[src/rtl/ndro_pulse_monitor.sv]
// rtl/ndro_pulse_monitor.sv - cycle-sampled NDRO cell monitor with reference model and error strobes
// Optional viol_count saturating counter enabled by NDRO_MONITOR_COUNT_EN.
module ndro_pulse_monitor #(
  parameter int SETUP_CYC   = 2,
  parameter int HOLD_CYC    = 3,
  parameter int OUT_LAT_MAX = 4,
  parameter int CNT_W       = 16
) (
  input  logic             clk,
  input  logic             reset,
  input  logic             ndro_set,
  input  logic             ndro_reset,
  input  logic             ndro_clk,
  input  logic             ndro_out,
  output logic             state_q,
  output logic             err_setup,
  output logic             err_hold,
  output logic             err_conflict,
  output logic             err_spurious,
  output logic             err_missing,
  output logic             err_any,
  output logic [CNT_W-1:0] viol_count
);

  localparam int SW = $clog2(SETUP_CYC + 2);
  localparam int HW = $clog2(HOLD_CYC + 2);
  localparam int AW = $clog2(OUT_LAT_MAX + 1);
  localparam logic [SW-1:0] SETUP_LIM = SW'(SETUP_CYC);
  localparam logic [SW-1:0] SETUP_SAT = SW'(SETUP_CYC + 1);
  localparam logic [HW-1:0] HOLD_LIM  = HW'(HOLD_CYC);
  localparam logic [HW-1:0] HOLD_SAT  = HW'(HOLD_CYC + 1);
  localparam logic [AW-1:0] AGE_LIM   = AW'(OUT_LAT_MAX);

  logic          set_d, reset_d, clk_d, out_d;
  logic [SW-1:0] since_sr;
  logic [HW-1:0] since_clk;
  logic          exp_armed;
  logic [AW-1:0] exp_age;

  logic set_p, rst_p, clk_p, out_p, sr_p;
  logic setup_n, hold_n, conflict_n, spurious_n, missing_n;

  // since_* hold the distance from the last pulse strictly before this cycle.
  always_comb begin
    set_p      = ndro_set ^ set_d;
    rst_p      = ndro_reset ^ reset_d;
    clk_p      = ndro_clk ^ clk_d;
    out_p      = ndro_out ^ out_d;
    sr_p       = set_p | rst_p;
    setup_n    = clk_p && (sr_p || (since_sr <= SETUP_LIM));
    hold_n     = sr_p && !clk_p && (since_clk <= HOLD_LIM);
    conflict_n = set_p && rst_p;
    spurious_n = out_p && !exp_armed;
    missing_n  = exp_armed && !out_p && (clk_p || (exp_age == AGE_LIM));
  end

  always_ff @(posedge clk) begin
    set_d   <= ndro_set;
    reset_d <= ndro_reset;
    clk_d   <= ndro_clk;
    out_d   <= ndro_out;
    if (reset) begin
      state_q      <= 1'b0;
      err_setup    <= 1'b0;
      err_hold     <= 1'b0;
      err_conflict <= 1'b0;
      err_spurious <= 1'b0;
      err_missing  <= 1'b0;
      err_any      <= 1'b0;
      since_sr     <= SETUP_SAT;
      since_clk    <= HOLD_SAT;
      exp_armed    <= 1'b0;
      exp_age      <= '0;
    end else begin
      if (set_p && !rst_p)
        state_q <= 1'b1;
      else if (rst_p && !set_p)
        state_q <= 1'b0;
      err_setup    <= setup_n;
      err_hold     <= hold_n;
      err_conflict <= conflict_n;
      err_spurious <= spurious_n;
      err_missing  <= missing_n;
      err_any      <= err_any | setup_n | hold_n | conflict_n | spurious_n | missing_n;
      if (sr_p)
        since_sr <= SW'(1);
      else if (since_sr != SETUP_SAT)
        since_sr <= since_sr + 1'b1;
      if (clk_p)
        since_clk <= HW'(1);
      else if (since_clk != HOLD_SAT)
        since_clk <= since_clk + 1'b1;
      // A clk pulse samples the pre-update state and replaces any older window.
      if (clk_p) begin
        exp_armed <= state_q;
        exp_age   <= AW'(1);
      end else if (exp_armed && (out_p || missing_n)) begin
        exp_armed <= 1'b0;
      end else if (exp_armed) begin
        exp_age <= exp_age + 1'b1;
      end
    end
  end

`ifdef NDRO_MONITOR_COUNT_EN
  logic [2:0]       n_err;
  logic [CNT_W+2:0] cnt_sum;

  always_comb begin
    n_err   = 3'(setup_n) + 3'(hold_n) + 3'(conflict_n) + 3'(spurious_n) + 3'(missing_n);
    cnt_sum = (CNT_W+3)'(viol_count) + (CNT_W+3)'(n_err);
  end

  always_ff @(posedge clk) begin
    if (reset)
      viol_count <= '0;
    else if (cnt_sum[CNT_W+2:CNT_W] != 3'b000)
      viol_count <= '1;
    else
      viol_count <= cnt_sum[CNT_W-1:0];
  end
`else
  assign viol_count = '0;
`endif

endmodule

[config.mk]
export PLATFORM = sky130hd
export DESIGN_NAME = ndro_pulse_monitor
export DESIGN_NICKNAME = d
export VERILOG_FILES = /design/src/rtl/ndro_pulse_monitor.sv
export SDC_FILE = /design/constraint.sdc
export NUM_CORES = 1
export LEC_CHECK = 0
export BUFFER_PORTS_ARGS = -buffer_cell sky130_fd_sc_hd__buf_2
export CORE_UTILIZATION = 45
export CTS_CLUSTER_SIZE = 20
export DETAILED_ROUTE_END_ITERATION = 12
export PLACE_DENSITY = 0.7
export SKIP_CTS_REPAIR_TIMING = 1
export SYNTH_ARGS = -nofsm -noshare
export SYNTH_HDL_FRONTEND = slang
export SYNTH_SLANG_ARGS = --single-unit
[constraint.sdc]
create_clock -name clk -period 1.5 [get_ports clk]
set_input_delay 0 -clock clk [delete_from_list [all_inputs] [get_ports clk]]
set_output_delay 0 -clock clk [all_outputs]
set_load 0.005 [all_outputs]
# After elaboration in Yosys (flattened, before gate mapping)
# Cells that the tools add are included.
# W data, S select, Z words.
# totals
register_bits	20
in_bits	6
out_inout_bits	23
elab_cells	76
# op_classes
add_sub_neg	3
magnitude_cmp	2
n_eq_ne	4
n_mux	11
bitwise	11
reduce_logical	27
# ops
cell	count
$logic_and A1 B1 Y1	10
$reduce_bool A2 Y1	5
$mux W1	7
$add A3 B1 Y3 const B	2
$mux W3	2
$or A1 B1 Y1	6
$logic_not A1 Y1	5
$mux W2	2
$ne A2 B2 Y1 const B	2
$reduce_and A2 Y1	2
$reduce_or A2 Y1	2
$xor A1 B1 Y1	4
$eq A3 B3 Y1 const B	1
$le A3 B2 Y1 const B	1
$logic_or A1 B1 Y1	3
$ne A3 B3 Y1 const B	1
$add A2 B1 Y2 const B	1
$le A2 B2 Y1 const B	1
$not A1 Y1	1

# Logic depth before layout (Yosys ltp)
# Gate-level depths: netlist (run 1).
# logic_depth
depth_word	9
ltp_mapped	6
depth_no_buf	6

# Least setup slack after synthesis (run 1)
# No wires, ideal clock.
# synth_path
path_kind	register -> register
startpoint	register reset_d
endpoint	register err_any
setup_time_ns	0.134
arrival_ns	1.408
required_time_ns	1.366
slack_ns	-0.042
stages_incl_launch_ff	7
path_buffers	0
synth_period_minus_slack_ns	1.542
path_cell_list	dfxtp_1 > xnor2_1 > inv_1 > ha_1 > o21bai_1 > o31ai_1 > or4_1
# synth_between
word_cells_on_any_way	12
cone_classes	7 x bitwise; 5 x reduce/logical
# synth_lines
element	line	source
from (decl)	34	logic set_d, reset_d, clk_d, out_d;
from (signal assigned)	59	reset_d <= ndro_reset;
$xor A1 B1 Y1	46	rst_p = ndro_reset ^ reset_d;
$logic_and A1 B1 Y1	52	conflict_n = set_p && rst_p;
via conflict_n	41	logic setup_n, hold_n, conflict_n, spurious_n, missing_n;
$or A1 B1 Y1 (3 in a row)	84	err_any <= err_any | setup_n | hold_n | conflict_n | spurious_n | missing_n;
to (signal assigned)	84	
to (decl)	21	output logic err_any,
# The timed path passes the listed nets, and every way through them passes these cells.
# A chain may end at the register's enable or synchronous reset.

# Worst setup path after layout (run 1)
# Ends and elaborated chain as after synthesis.

==> flow_metrics.env, run 1 <==
export IMPL_cts_sinks=20
export IMPL_finalCriticalPeriod_ns=1.54
export IMPL_syn_to_final_growth_pct=17.6
export IMPL_synth_edf_count=0
export IMPL_crit_path_max_fanout=2
export IMPL_rsz0062_at_grt="true"
export IMPL_max_cap_violations=0
export IMPL_cts_buffer_depth=2
export IMPL_vdd_drop_max_mv=0.531
export IMPL_vias_per_cell=4.54
export IMPL_synth_top_cell_by_area="dfxtp_1"
export IMPL_layout_nets=139
export IMPL_min_from="ndro_set"
export IMPL_ys_seq_area_share_pct=40.5
export IMPL_synthFlopType="dfxtp_1"
export IMPL_async_flop_share_pct=0
export IMPL_pin_count=29
export IMPL_final_common_cell="dfxtp_1"
export IMPL_synth_area_top_cells="dfxtp_1 (40%), buf_4 (12%), ha_1 (11%)"
export IMPL_crit_type="reg -> reg"
export IMPL_vias=681
export IMPL_htreeDepth=1
export IMPL_yosys_warnings=0
export IMPL_drt_iter0_drc=4
export IMPL_clkTransAtPathRegs_ns=0.11
export IMPL_ys_ff_latch=20
export IMPL_start_util_pct=48.9
export IMPL_outcome="finished, violations left"
export IMPL_drive_above_1_share_pct=27.6
export IMPL_p_per_area_nw_per_um2=964
export IMPL_synth_avg_cell_area_um2=10.1
export IMPL_place_gp_congestion=0.844
export IMPL_grt_pass1_wl_um=2420
export IMPL_endpoint_kind="flop"
export IMPL_cts_root_buffer="clkbuf_4"
export IMPL_drt_first_pass_iters=4
export IMPL_startpoint_type="flop"
export IMPL_die_area_um2=2390
export IMPL_skew_ns=0.00663
export IMPL_gr_total_overflow=0
export IMPL_fp_dieH_um=48.9
export IMPL_port_buffers=12
export IMPL_layout_common_cells="dfxtp_1 (18), conb_1 (16), buf_2 (12), inv_1 (10), buf_4 (8)"
export IMPL_core_area_um2=2020
export IMPL_leakage_uw=0.000554
export IMPL_fin_ws_ns=-0.0447
export IMPL_cts_tree="done"
export IMPL_setup_violations_final=1
export IMPL_dp_hpwl_um=1130
export IMPL_yosysUniqueCellTypes=29
export IMPL_final_setup_tns_ns=-0.0447
export IMPL_r2r_start="reset_d$_DFF_P_"
export IMPL_antenna_found_initial=0
export IMPL_die_x_um=48.9
export IMPL_cp_arrival_ns=1.72
export IMPL_ant_nets=0
export IMPL_ff2ff_setup_slack_ns=-0.04
export IMPL_required_ns=1.68
export IMPL_syn_cell_area_um2=990
export IMPL_rows=16
export IMPL_hold_viol_final=1
export IMPL_cts_made_buffers=3
export IMPL_synth_top_area_share_pct=40.5
export IMPL_routed_wl_um=1460
export IMPL_reg_largest_list="exp_age (3), since_clk (3), since_sr (2)"
export IMPL_wire_per_inst_um=9.76
export IMPL_drcViolationCount=0
export IMPL_whs_ns=-0.152
export IMPL_r2r_end="err_any$_SDFF_PP0_"
export IMPL_grt_pass1_vias=609
export IMPL_worstRegToRegCells=6
export IMPL_violations="hold timing, setup timing"
export IMPL_grt_use_total_pct=13.2
export IMPL_whs_path_depth=1
export IMPL_grt_max_degree=14
export IMPL_antenna_cells=0
export IMPL_maxSlewViolCount=0
export IMPL_syn_instance_count=98
export IMPL_max_clock_freq_ghz=0.647
export IMPL_clk_latency_ns=0.29
export IMPL_hp_class="in -> reg"
export IMPL_worstHoldEndpoint="set_d$_DFF_P_"
export IMPL_period_share_pct=103
[where the power goes]
part / internal, uW / total [uW] / leakage, uW / switching (uW)
combinational: 113 / 225 / 0.000368 / 112
sequential: 569 / 590 / 0.000166 / 20.9
clock: 148 / 306 / 0.0000210 / 158
[worst max-delay path by stage]
stage | start | endpoint | depth (start not counted)
2_1_floorplan | reset_d$_DFF_P_ | err_any$_SDFF_PP0_ | 6
3_3_place_gp | reset_d$_DFF_P_ | err_any$_SDFF_PP0_ | 6
3_5_place_dp | set_d$_DFF_P_ | err_any$_SDFF_PP0_ | 5
4_1_cts | set_d$_DFF_P_ | err_any$_SDFF_PP0_ | 5
5_1_grt | reset_d$_DFF_P_ | err_any$_SDFF_PP0_ | 6
6_report | reset_d$_DFF_P_ | err_any$_SDFF_PP0_ | 6
[per-stage QoR]
step	setup slack, ns	utilization (%)	instance area, um2	total power (uW)	std cells
2_1_floorplan	0.0192	-	1050	768	113
3_3_place_gp	0.0151	53.5	1080	812	143
3_5_place_dp	-0.0600	53.5	1080	819	143
4_1_cts	-0.0812	55.3	1120	1130	147
5_1_grt	-0.0994	57.5	1160	1200	150
6_report	-0.0447	57.5	1160	1120	150
[kinds of logic after synthesis]
group | synth area share, %
adder cells (fa/ha/maj) | 11.4
AO/OA/AOI/OAI | 11.0
XOR/XNOR | 7.84
multiplexers | 4.05
flip-flops | 40.5
other | 0.379
AND/OR/NAND/NOR | 8.47
buffers and inverters | 16.4
[per-layer routing]
| metal | wire length, um | GRT usage (%) | share of wire (%) | up-vias |
|---|---|---|---|---|
| met5 | 0 | 0 | 0 | - |
| met4 | 14 | 7.35 | 0.96 | 0 |
| met3 | 40 | 2.80 | 2.7 | 2 |
| met2 | 682 | 22.0 | 47 | 20 |
| met1 | 727 | 15.7 | 50 | 309 |
| li1 | - | - | - | 350 |
[worst max-delay path, stage by stage (launching register included)]
cell and delay, ns:
dfxtp_2 0.34, xnor2_2 0.13, inv_1 0.07, ha_2 0.17, o21bai_1 0.13, o31ai_1 0.08
or4_1 0.51
[cells in the mapped netlist (3+ instances only)]
cell / instances
a21oi_1: 3
ha_1: 9
nand2_1: 3
buf_4: 16
nand3_1: 3
a211oi_1: 3
dfxtp_1: 20
mux2i_1: 4
inv_1: 10
xnor2_1: 3
xor2_1: 4
[final cells by class]
class	instances	area, um2
clock buffers	4	36.3
multi-input cells	66	503
well taps	27	33.8
repair buffers	23	150
flip-flops and latches	20	403
inverters	10	37.5
fillers	198	858
No activity file was read; power rests on OpenSTA's default activity.
==> inputs of run 2 (changes only) <==
--- a/config.mk
+++ b/config.mk
@@ -5,11 +5,12 @@
 export SDC_FILE = /design/constraint.sdc
 export NUM_CORES = 1
 export LEC_CHECK = 0
+export ABC_AREA = 1
 export BUFFER_PORTS_ARGS = -buffer_cell sky130_fd_sc_hd__buf_2
 export CORE_UTILIZATION = 45
 export CTS_CLUSTER_SIZE = 20
 export DETAILED_ROUTE_END_ITERATION = 12
-export PLACE_DENSITY = 0.7
+export PLACE_DENSITY = 0.69
 export SKIP_CTS_REPAIR_TIMING = 1
 export SYNTH_ARGS = -nofsm -noshare
 export SYNTH_HDL_FRONTEND = slang
==> constraint.sdc (replaced) <==
create_clock -name clk -period 1.5 [get_ports clk]
set_input_delay 0.15 -clock clk [delete_from_list [all_inputs] [get_ports clk]]
set_output_delay 0.15 -clock clk [all_outputs]
set_load 0.005 [all_outputs]
==> flow_metrics.env, run 2 <==
export IMPL_synth_most_common_cell="nand2_1"
export IMPL_required_ns=1.75
export IMPL_layout_common_cells="nand2_1 (27), inv_1 (23), dfxtp_1 (20), conb_1 (16)"
export IMPL_p_per_area_nw_per_um2=951
export IMPL_cts_root_buffer="clkbuf_4"
export IMPL_layout_nets=171
export IMPL_cp_arrival_ns=1.58
export IMPL_hold_viol_final=0
export IMPL_maxSlewViolCount=0
export IMPL_grt_pass1_wl_um=2620
export IMPL_async_flop_share_pct=0
export IMPL_cts_made_buffers=3
export IMPL_clk_latency_ns=0.30
export IMPL_setup_violations_final=0
export IMPL_cts_sinks=20
export IMPL_port_buffers=12
export IMPL_pwr_share_seq_pct=53.8
export IMPL_synth_edf_count=0
export IMPL_start_util_pct=47.3
export IMPL_final_common_cell="nand2_1"
export IMPL_dp_hpwl_um=1340
export IMPL_synth_top_cell_by_area="dfxtp_1"
export IMPL_min_from="reset"
export IMPL_intPower_uw=794
export IMPL_endpoint_kind="flop"
export IMPL_antenna_cells=0
export IMPL_grt_max_degree=12
export IMPL_fillCellCount=225
export IMPL_vdd_drop_max_mv=0.712
export IMPL_crit_path_max_fanout=3
export IMPL_power_uw=1100
export IMPL_clkTransAtPathRegs_ns=0.11
export IMPL_htreeDepth=1
export IMPL_power_frac_comb_pct=17.8
export IMPL_syn_to_final_growth_pct=10.3
export IMPL_drt_first_pass_iters=4
export IMPL_synth_area_top_cells="dfxtp_1 (38%), buf_4 (11%), ha_1 (11%)"
export IMPL_finalCriticalPeriod_ns=1.33
export IMPL_place_gp_congestion=0.785
export IMPL_ys_ff_latch=20
export IMPL_switchingPower_uw=304
export IMPL_whs_ns=0.146
export IMPL_drt_iter0_drc=9
export IMPL_antenna_found_initial=0
export IMPL_skew_ns=0.00341
export IMPL_path_cells="xor2_1, inv_1, ha_1, nand2_1, inv_1, nor3_4, nor2_2, nand2_1"
export IMPL_pin_count=29
export IMPL_path_delay_family="simple AND/OR/NAND/NOR gates"
export IMPL_p_sw_share_pct=27.7
export IMPL_timing_critical_path_buf_inv=2
export IMPL_yosysUniqueCellTypes=19
export IMPL_ys_seq_area_share_pct=38.2
export IMPL_max_cap_violations=0
export IMPL_final_core_util_pct=52.2
export IMPL_cts_buffer_depth=2
export IMPL_drcViolationCount=0
export IMPL_crit_type="reg -> reg"
export IMPL_whs_path_depth=2
export IMPL_synth_avg_cell_area_um2=7.70
export IMPL_fp_dieH_um=50.2
export IMPL_synthFlopType="dfxtp_1"
export IMPL_grt_use_total_pct=13.7
export IMPL_synth_top_area_share_pct=38.2
export IMPL_cp_slowest_cell="dfxtp_1"
export IMPL_die_area_um2=2520
export IMPL_r2r_end="err_any$_SDFF_PP0_"
export IMPL_syn_cell_area_um2=1050
export IMPL_drive_above_1_share_pct=16.8
export IMPL_ant_nets=0
export IMPL_rows=17
export IMPL_yosys_top_cells_count="nand2_1 (27), inv_1 (23), dfxtp_1 (20)"
export IMPL_ff2ff_setup_slack_ns=0.17
export IMPL_startpoint_type="flop"
export IMPL_leakage_uw=0.000631
export IMPL_hp_class="in -> reg"
export IMPL_max_clock_freq_ghz=0.752
export IMPL_cts_tree="done"
export IMPL_syn_instance_count=136
export IMPL_worstHoldEndpoint="err_conflict$_SDFF_PP0_"
export IMPL_final_setup_tns_ns=0
export IMPL_vias_per_cell=4.21
export IMPL_die_x_um=50.2
export IMPL_slowest_delay_ns=0.35
export IMPL_period_share_pct=88.7
export IMPL_yosys_warnings=0
export IMPL_gr_total_overflow=0
export IMPL_power_share_clock_pct=28.4
export IMPL_rsz0062_at_grt="false"
export IMPL_routed_wl_um=1610
export IMPL_wire_per_inst_um=8.80
export IMPL_reg_largest_list="exp_age (3), since_clk (3), since_sr (2)"
export IMPL_vias=771
export IMPL_core_area_um2=2210
export IMPL_r2r_start="reset_d$_DFF_P_"
export IMPL_worstRegToRegCells=8
export IMPL_outcome="completed"
export IMPL_grt_pass1_vias=682
-- run 2: power by group through the flow --
stage	Combinational (uW)	Sequential (uW)	Clock, uW
6_report	195	591	312
5_1_grt	225	596	338
4_1_cts	190	591	316
3_5_place_dp	189	603	0
3_3_place_gp	179	602	0
2_1_floorplan	161	601	0
-- run 2: cells by family after synthesis --
logic type               share of synthesized area (%)
AO/OA/AOI/OAI                                     5.50
XOR/XNOR                                          2.51
adder cells (fa/ha/maj)                           10.8
buffers and inverters                             20.8
flip-flops                                        38.2
other                                            0.358
AND/OR/NAND/NOR                                   21.9
-- run 2: how the worst max path moves through the flow --
stage | startpoint | end | slack (ns) | depth (start not counted)
finish | reset_d$_DFF_P_ | err_any$_SDFF_PP0_ | 0.17 | 8
global route | reset_d$_DFF_P_ | err_any$_SDFF_PP0_ | 0.09 | 8
CTS | reset_d$_DFF_P_ | err_any$_SDFF_PP0_ | 0.16 | 8
detailed placement | reset_d$_DFF_P_ | err_any$_SDFF_PP0_ | 0.18 | 8
global placement | reset_d$_DFF_P_ | err_any$_SDFF_PP0_ | 0.27 | 8
floorplan | reset_d$_DFF_P_ | err_any$_SDFF_PP0_ | 0.29 | 8
-- run 2: worst register-to-register path, stage by stage (launching register included) --
cell and delay, ns:
dfxtp_1 0.35, xor2_1 0.18, inv_1 0.08, ha_1 0.21
nand2_1 0.09, inv_1 0.07, nor3_4 0.18, nor2_2 0.05
nand2_1 0.05
-- run 2: metrics by stage --
step	setup slack, ns	area, um2	std cells
detailed placement	0.181	1080	175
finish	0.170	1150	183
global placement	0.270	1080	175
floorplan	0.293	1100	151
global route	0.0860	1150	183
CTS	0.159	1110	179
-- run 2: cell type report --
cell class | count | area, um2 | share of cell area, %
Multi-Input combinational cell | 89 | 485 | 42.0
Sequential cell | 20 | 400 | 34.7
Timing Repair Buffer | 16 | 100 | 8.67
Inverter | 26 | 97.6 | 8.45
Clock buffer | 4 | 36.3 | 3.14
Tap cell | 28 | 35.0 | 3.03
-- run 2: metal layers --
layer,vias up,track usage [%],part of all wire (%),routed length [um]
li1,415,-,-,-
met1,336,13.9,44,703
met2,18,26.7,51,829
met3,2,3.33,3.8,61
met4,0,4.29,1.1,17
met5,-,0,0,0
